## config.mk

```make
export PLATFORM = sky130hd
export DESIGN_NAME = arb_weighted_round_robin
export DESIGN_NICKNAME = d
export VERILOG_FILES = /design/src/rtl/arb_weighted_round_robin.sv
export SDC_FILE = /design/constraint.sdc
export NUM_CORES = 1
export LEC_CHECK = 0
export CORE_MARGIN = 2
export CORE_UTILIZATION = 25
export DETAILED_ROUTE_END_ITERATION = 10
export HOLD_SLACK_MARGIN = 0.12
export PLACE_DENSITY = 0.57
export REMOVE_ABC_BUFFERS = 1
export SYNTH_ARGS = -nofsm -noshare
export SYNTH_HDL_FRONTEND = slang
export SYNTH_SLANG_ARGS = --single-unit
```

## constraint.sdc

```tcl
create_clock -name clk_i -period 6.1 [get_ports clk_i]
set_input_delay 1.22 -clock clk_i [delete_from_list [all_inputs] [get_ports clk_i]]
set_output_delay 1.22 -clock clk_i [all_outputs]
set_load 0.005 [all_outputs]
```

## src/rtl/arb_weighted_round_robin.sv

```systemverilog
// rtl/arb_weighted_round_robin.sv - weighted round-robin arbiter with yumi accept handshake
// The current owner keeps the grant for ew(owner) accepts; ownership then rotates to the next active requester.
module arb_weighted_round_robin #(
  parameter int NUM_REQ  = 4,
  parameter int WEIGHT_W = 4,
  parameter int ID_W     = $clog2(NUM_REQ)
) (
  input  logic                         clk_i,
  input  logic                         reset_i,
  input  logic [NUM_REQ-1:0]           reqs_i,
  input  logic [NUM_REQ*WEIGHT_W-1:0]  weights_i,
  output logic [NUM_REQ-1:0]           grants_o,
  output logic [ID_W-1:0]              grant_id_o,
  output logic                         v_o,
  input  logic                         yumi_i
);

  logic [ID_W-1:0]     owner_q, owner_d;
  logic [WEIGHT_W-1:0] credit_q, credit_d;

  logic                sticky;
  logic                found;
  logic [ID_W-1:0]     search_id;
  logic [ID_W-1:0]     winner_id;
  logic [WEIGHT_W-1:0] w_sel;
  logic [WEIGHT_W-1:0] ew_m1;

  // Rotating search starts just after the owner, so the owner itself is considered last.
  always_comb begin
    found     = 1'b0;
    search_id = '0;
    for (int k = 1; k <= NUM_REQ; k++) begin
      int idx;
      idx = int'(owner_q) + k;
      if (idx >= NUM_REQ) idx = idx - NUM_REQ;
      if (!found && reqs_i[idx]) begin
        found     = 1'b1;
        search_id = ID_W'(idx);
      end
    end
  end

  always_comb begin
    sticky     = (credit_q != '0) && reqs_i[owner_q];
    winner_id  = sticky ? owner_q : search_id;
    v_o        = |reqs_i;
    grant_id_o = v_o ? winner_id : '0;
    grants_o   = v_o ? (NUM_REQ'(1) << winner_id) : '0;

    w_sel = '0;
    for (int i = 0; i < NUM_REQ; i++) begin
      if (ID_W'(i) == winner_id) w_sel = weights_i[i*WEIGHT_W +: WEIGHT_W];
    end
    // A zero weight behaves as one, so the turn has no remaining credit.
    ew_m1 = (w_sel == '0) ? '0 : w_sel - WEIGHT_W'(1);
  end

  always_comb begin
    owner_d  = owner_q;
    credit_d = credit_q;
    if (yumi_i && v_o) begin
      if (sticky) begin
        credit_d = credit_q - WEIGHT_W'(1);
      end else begin
        owner_d  = winner_id;
        credit_d = ew_m1;
      end
    end
  end

  always_ff @(posedge clk_i or posedge reset_i) begin
    if (reset_i) begin
      owner_q  <= ID_W'(NUM_REQ - 1);
      credit_q <= '0;
    end else begin
      owner_q  <= owner_d;
      credit_q <= credit_d;
    end
  end

  a_yumi_needs_valid: assert property (@(posedge clk_i) disable iff (reset_i) !(yumi_i && !v_o));
  a_grant_legal: assert property (@(posedge clk_i) disable iff (reset_i)
    $onehot0(grants_o) && ((grants_o & ~reqs_i) == '0) && (v_o == |reqs_i));

endmodule

```

# [Word-level counts from Yosys, hierarchy flattened]
# Index checks and enable logic that the tools add are counted.
[op_classes] addsub=10 magnitude_cmp=9 eq_ne=3 shifts=1 muxes=34 bitwise=1 n_reduce_logical=13
[op_table] cell="$lt 32x4->1 const B" count=4
[op_table] cell="$mux 32" count=4
[op_table] cell="$mux 4" count=7
[op_table] cell="$mux 1" count=12
[op_table] cell="$mux 2" count=6
[op_table] cell="$sub 3x3->4 const B" count=3
[op_table] cell="$bmux 1 s2" count=5
[op_table] cell="$ge 3x3->1 const B" count=3
[op_table] cell="$sub 4x1->4 const B" count=2
[op_table] cell="$add 2x2->3 const B" count=2
[op_table] cell="$logic_and 1x1->1" count=5
[op_table] cell="$sub 4x3->5 const B" count=1
[op_table] cell="$add 2x3->4 const B" count=1
[op_table] cell="$eq 2x2->1 const A" count=2
[op_table] cell="$ge 4x3->1 const B" count=1
[op_table] cell="$logic_not 4->1" count=1
[op_table] cell="$reduce_bool 4->1" count=1
[op_table] cell="$reduce_or 4->1" count=1
[op_table] cell="$shl 1x2->4 const A" count=1
[op_table] cell="$add 2x1->3 const B" count=1
[op_table] cell="$logic_not 1->1" count=3
[op_table] cell="$lt 2x3->1 const B" count=1
[op_table] cell="$eq 1x2->1 const A" count=1
[op_table] cell="$logic_not 2->1" count=1
[op_table] cell="2 further kinds" count=2
[word_totals] register_bits=6 inputBits=23 output_inout_bits=7 wordCells=73

# [Logic depth before layout (Yosys ltp)]
# Gate-level depths: netlist (run 1).
[depth] word_depth=25 depth_mapped=12 ltp_nobuf=11

# [Worst setup path after synthesis (run 1)]
# No wires, ideal clock.
[synth_timing] kind="input to output" start="in reqs_i[3]" end="out grants_o[2]" arrival_time_ps=2480 required_ps=4880 setup_slack_ps=2400 path_stages=7 path_buffers=1 path_cell_list="buf_2 > mux4_2 > and2_4 > o21ai_1 > nand2_1 > inv_2 > nor2_1"
[synth_between] elab_chain_cells=16 word_cells_on_any_way=32 classes_between="1 x shift; 23 x mux; 8 x reduce/logical"
[synth_rtl] element="start: declaration" line_no="10" text="input logic [NUM_REQ-1:0] reqs_i,"
[synth_rtl] element="$bmux 1 s2" line_no="36" text="if (!found && reqs_i[idx]) begin"
[synth_rtl] element="$mux 1 (implied by the code) (2 in series)" line_no="36"
[synth_rtl] element="$mux 1" line_no="36"
[synth_rtl] element="$logic_not 1->1" line_no="36"
[synth_rtl] element="$logic_and 1x1->1" line_no="36"
[synth_rtl] element="$mux 1" line_no="36"
[synth_rtl] element="$logic_not 1->1" line_no="36"
[synth_rtl] element="$logic_and 1x1->1" line_no="36"
[synth_rtl] element="$mux 1" line_no="36"
[synth_rtl] element="$logic_not 1->1" line_no="36"
[synth_rtl] element="$logic_and 1x1->1" line_no="36"
[synth_rtl] element="$mux 2" line_no="36"
[synth_rtl] element="$mux 2" line_no="45" text="winner_id = sticky ? owner_q : search_id;"
[synth_rtl] element="$shl 1x2->4" line_no="48" text="grants_o = v_o ? (NUM_REQ'(1) << winner_id) : '0;"
[synth_rtl] element="$mux 4 *" line_no="48"
[synth_rtl] element="end: declaration" line_no="12" text="output logic [NUM_REQ-1:0] grants_o,"
# Mark *: on every way between the ends. The rest lies on a longest branch, timed or not. The select of a mux whose other input is x is not followed.

# [Worst setup path after layout (run 1)]
[layout_timing] start="in reqs_i[1]" end="out grants_o[1]"
# Same word-level chain as after synthesis.

==> impl_metrics.tcl, run 1 <==
set metrics [dict create \
    rows 22 \
    synth_edf_count 0 \
    tns_ps 0 \
    hp-start "credit_q[1]" \
    layout_common_cells "clkdlybuf4s50_1, nand2_1, inv_1, nor2_1, nor3_1" \
    finalHoldViolCount 0 \
    worstMarginPinSlew_ps 494 \
    grt_use_met3_pct 1.74 \
    worst_setup_path_end_kind "output port" \
    cts_buffers 3 \
    die_area_mm2 0.00423 \
    grt_start_max_net_pins 15 \
    setup-violations-final 0 \
    ctsHoldBuffers 0 \
    cts_sinks 6 \
    arrival_ps 3670 \
    p_sw_uw 260 \
    port_buffers 29 \
    clk_pin_slew_worst_paths_ps 40 \
    core_mm2 0.00363 \
    synth-seq-cells 6 \
    path_class "in -> out" \
    hp-class "reg -> reg" \
    num_vias 1007 \
    whs_ps 556 \
    insertion_delay_ps 220 \
    grt_overflow 0 \
    skew_ps 1.99 \
    use_met1_pct 16.4 \
    root_buffer "clkbuf_8" \
    slew_violations 0 \
    cts_buffer_depth 2 \
    ys_seq_area_share_pct 16.4 \
    fin_crit_sh_pct 80.2 \
    synth_cells 116 \
    num_io_pins 30 \
    ant_nets 0 \
    setup.worst_path.start "reqs_i[1]" \
    peakVddDrop_mv 0.180 \
    postCtsSetupBuffers 0 \
    yosysWarnings 0 \
    post_cts_resized 0 \
    grt_pass1_vias 978 \
    avgRoutedWirePerCell_um 13.1 \
    synth_flop_cell "dfrtp_1" \
    p_int_uw 308 \
    synth_area_per_cell_um2 8.02 \
    grt_pass1_wl_um 4230 \
    swShare_pct 45.8 \
    htreeDepth 1 \
    r2r-start "credit_q[0]" \
    wirelength_um 2520 \
    maxCapViolCount 0 \
    relSlewSlack_pct 67.1 \
    drc 0 \
    die_h_um 65.0 \
    use_met2_pct 21.0 \
    chipWidth_um 65.0 \
    outcome "completed" \
    first_iter_violations 37 \
    cts_tree "done" \
    power_frac_comb_pct 71.1 \
    max_freq_mhz 204 \
    synth_cell_types 47 \
    layout-drive-gt1-share_pct 15.3 \
    power.density_mw_per_mm2 443 \
    via_per_inst 5.24 \
    hpwl_um 2080 \
    rsz0062_at_grt "false" \
    clock_power_share_pct 11.2 \
    min_period_ps 4890 \
    antenna_found_initial 0 \
    start_util_pct 25.6 \
    sequentialPowerShare_pct 17.6 \
    cp.required_ps 4880 \
    final_nets 169 \
    track_usage_pct 12.2 \
    grt_busiest_layer "met2" \
    layout_commonest_cell "clkdlybuf4s50_1" \
    critPathMaxFanout 8 \
    synth_area_um2 931 \
    dr.pass1.iters 4 \
    async_reset_ff_share_pct 100 \
    globalplace.congestion 0.863 \
    areaGrowthSynthToFinish_pct 37.9 \
    n_antenna_cell 0 \
    power.leakage_uw 0.000483 \
    start_kind "input pin" \
]
-- path summary, 6_finish.rpt --
kind / slack [ps] / cells past startpoint / end
hold reg to reg: 560 / 1 / credit_q[1]
max in group asynchronous: 4610 / 2 / owner_q[1]
min in group asynchronous: 1230 / 2 / credit_q[2]
setup / recovery: 1210 / 8 / grants_o[1]
hold / removal: 560 / 1 / credit_q[1]
setup reg to reg: 2910 / 10 / credit_q[1]
-- critical path, stage by stage --
cell and delay (ps):
clkdlybuf4s50_1 640, nor2_1 100, o22ai_1 430, nor2_1 230, a21oi_2 310, inv_2 110, nor2_1 110, clkdlybuf4s50_1 510
-- cells in the mapped netlist (3+ instances only) --
cell	n	share of area (%)
nand3_1	4	2.2
a211oi_1	4	3.2
a21oi_1	4	2.2
mux2i_1	5	5.4
a221oi_1	3	2.8
o21ai_0	6	3.2
inv_1	7	2.8
a2bb2oi_1	4	3.8
a211o_1	3	2.8
nor2b_1	3	2.0
nand2_1	9	3.6
nor3_1	7	3.8
nand2b_1	4	2.7
dfrtp_1	4	11
inv_2	3	1.2
nor2_1	7	2.8
-- flip-flops by register name, summed over array words and instances, names as in the netlist --
signal    cells
credit_q      4
owner_q       2
-- metal layers --
| metal | vias up | part of all wire [%] |
|---|---|---|
| met5 | - | 0 |
| met4 | 0 | 0 |
| met3 | 0 | 5.6 |
| met2 | 31 | 46 |
| met1 | 474 | 49 |
| li1 | 502 | - |
-- metrics by stage --
step / setup WS [ps] / util (%) / cell area [µm²] / power (µW) / std cells
after floorplan: 2540 / - / 888 / 369 / 111
after global placement: 1230 / 34.1 / 1240 / 497 / 188
after detailed placement: 1230 / 34.1 / 1240 / 502 / 188
after CTS: 1220 / 35.3 / 1280 / 569 / 192
after global routing: 1010 / 35.3 / 1280 / 621 / 192
final: 1210 / 35.3 / 1280 / 568 / 192
-- power by group through the flow --
| stage | sequential, µW | clock [µW] | combinational, µW |
|---|---|---|---|
| final | 100 | 63.9 | 404 |
| after global routing | 105 | 69.0 | 448 |
| after CTS | 100 | 64.4 | 405 |
| after detailed placement | 101 | 0 | 401 |
| after global placement | 100 | 0 | 396 |
| after floorplan | 90.4 | 0 | 279 |
-- layout make-up --
class / count / area (µm²)
Clock buffer: 4 / 45.0
Timing Repair Buffer: 29 / 290
Sequential cell: 6 / 153
Inverter: 10 / 37.5
Fill cell: 414 / 2350
Tap cell: 48 / 60.1
Multi-Input combinational cell: 95 / 698
-- logic make-up (layout without fill, tap and decap cells) --
logic type | count (synthesis) | count (layout) | share of synthesized area, %
AOI/OAI and AO/OA | 43 | 43 | 36.6
adders and majority gates | 1 | 1 | 1.34
buffers and inverters | 15 | 43 | 8.60
DFF | 6 | 6 | 16.4
muxes | 9 | 9 | 11.7
and+or+nand+nor | 42 | 42 | 25.4
No activity file was read; power rests on OpenSTA's default activity.
==> run 2, diff against run 1 <==
Settings changed: PLACE_DENSITY 0.57 to 0.58.
Clock period 6.1 ns to 4.5 ns, I/O delays scaled along.
==> impl_metrics.tcl, run 2 (synthesized netlist as in run 1, its figures left out) <==
set metrics [dict create \
    rr_worst_depth 11 \
    largest_reg_flops 4 \
    hpwl_um 1980 \
    start_kind "input pin" \
    maxCapViolCount 0 \
    fin_crit_sh_pct 94.3 \
    track_usage_pct 12.6 \
    max_freq_mhz 236 \
    slowest_stage "clkdlybuf4s50_1" \
    wirelength_um 2540 \
    clk_pin_slew_worst_paths_ps 40 \
    post_cts_resized 0 \
    r2r_end "credit_q[1]" \
    num_io_pins 30 \
    setup.worst_path.start "reqs_i[3]" \
    power.leakage_uw 0.000483 \
    top_regs "credit_q x4, owner_q x2" \
    num_vias 1002 \
    avgRoutedWirePerCell_um 13.2 \
    rsz0062_at_grt "false" \
    tns_ps 0 \
    ant_nets 0 \
    grt_pass1_vias 1002 \
    r2r-start "credit_q[0]" \
    arrival_ps 3340 \
    rows 22 \
    port_buffers 29 \
    endpoint "grants_o[1]" \
    htreeDepth 1 \
    worst_path_most_repeated_cell "clkdlybuf4s50_1" \
    fill_cells 413 \
    layout_commonest_cell "clkdlybuf4s50_1" \
    ctsHoldBuffers 0 \
    antenna_found_initial 0 \
    drc 0 \
    layout-drive-gt1-share_pct 15.3 \
    grt_pass1_wl_um 4370 \
    postCtsSetupBuffers 0 \
    core_mm2 0.00363 \
    outcome "completed" \
    worstMarginPinSlew_ps 471 \
    dr.pass1.iters 4 \
    skew_ps 2.26 \
    power.density_mw_per_mm2 599 \
    largest_register "credit_q" \
    die_h_um 65.0 \
    cts_buffers 3 \
    relSlewSlack_pct 68.6 \
    insertion_delay_ps 220 \
    via_per_inst 5.22 \
    n_antenna_cell 0 \
    path_class "in -> out" \
    final_nets 169 \
    cts_sinks 6 \
    peakVddDrop_mv 0.321 \
    rrSetupSlack_ps 1320 \
    grt_overflow 0 \
    cts_tree "done" \
    min_period_ps 4240 \
    die_area_mm2 0.00423 \
    crit_chain "clkdlybuf4s50_1 > mux2i_2 > mux2_2 > a21o_1 > a21oi_2 > inv_2 > nor2_1 > clkdlybuf4s50_1" \
    areaGrowthSynthToFinish_pct 37.9 \
    chipWidth_um 65.0 \
    finalHoldViolCount 0 \
    start_util_pct 25.6 \
    worst_setup_path_end_kind "output port" \
    max_stage_delay_ps 660 \
    root_buffer "clkbuf_8" \
    first_iter_violations 56 \
    grt_start_max_net_pins 15 \
    setup-violations-final 0 \
    cp.required_ps 3600 \
    total_power_uw 769 \
    critPathMaxFanout 10 \
    slew_violations 0 \
    hp-class "reg -> reg" \
    layout_common_cells "clkdlybuf4s50_1, nand2_1, inv_1, nor2_1, nor3_1" \
    cts_buffer_depth 2 \
    globalplace.congestion 0.900 \
]
==> run 2: worst min-delay path by stage <==
stage	from	cells after the start	endpoint	slack (ps)
floorplan	credit_q[1]	1	credit_q[1]	500
global placement	credit_q[1]	1	credit_q[1]	530
detailed placement	credit_q[1]	1	credit_q[1]	540
CTS	credit_q[1]	1	credit_q[1]	540
global route	credit_q[1]	1	credit_q[1]	560
finish	credit_q[1]	1	credit_q[1]	540
==> run 2: per-stage QoR <==
step / utilization (%) / instance area, µm² / setup slack, ps / hold WS (ps) / cells
6_report: 35.3 / 1280 / 257 / 540 / 192
3_5_place_dp: 34.1 / 1240 / 298 / 536 / 188
5_1_grt: 35.3 / 1280 / 52.0 / 559 / 192
3_3_place_gp: 34.1 / 1240 / 282 / 532 / 188
2_1_floorplan: - / 888 / 1380 / 497 / 111
4_1_cts: 35.3 / 1280 / 274 / 545 / 192
==> run 2: routing by layer <==
layer | vias up | global-route usage, % | wire length (µm)
met2 | 43 | 20.2 | 1130
li1 | 503 | - | -
met5 | - | 0 | 0
met1 | 456 | 17.8 | 1240
met4 | 0 | 1.56 | 0
met3 | 0 | 2.43 | 168
==> run 2: worst max-delay path: cells and delay by family <==
family / cells / cell delay [ps]
buffers and inverters: 3 / 1290
AOI/OAI and AO/OA: 2 / 560
muxes: 2 / 480
and+or+nand+nor: 1 / 100
==> run 2: area by class of cell <==
type | count | area, µm² | share of cell area (%)
repair buffers | 29 | 290 | 22.6
clock buffers | 4 | 45.0 | 3.51
multi-input cells | 95 | 698 | 54.4
well taps | 48 | 60.1 | 4.68
flip-flops and latches | 6 | 153 | 11.9
inverters | 10 | 37.5 | 2.92
==> run 2: where the power goes <==
group | leakage (µW) | total, µW | internal, µW | switching [µW]
Combinational | 0.000392 | 548 | 269 | 279
Sequential | 0.0000689 | 136 | 87.2 | 48.5
Clock | 0.0000228 | 85.4 | 61.0 | 24.4
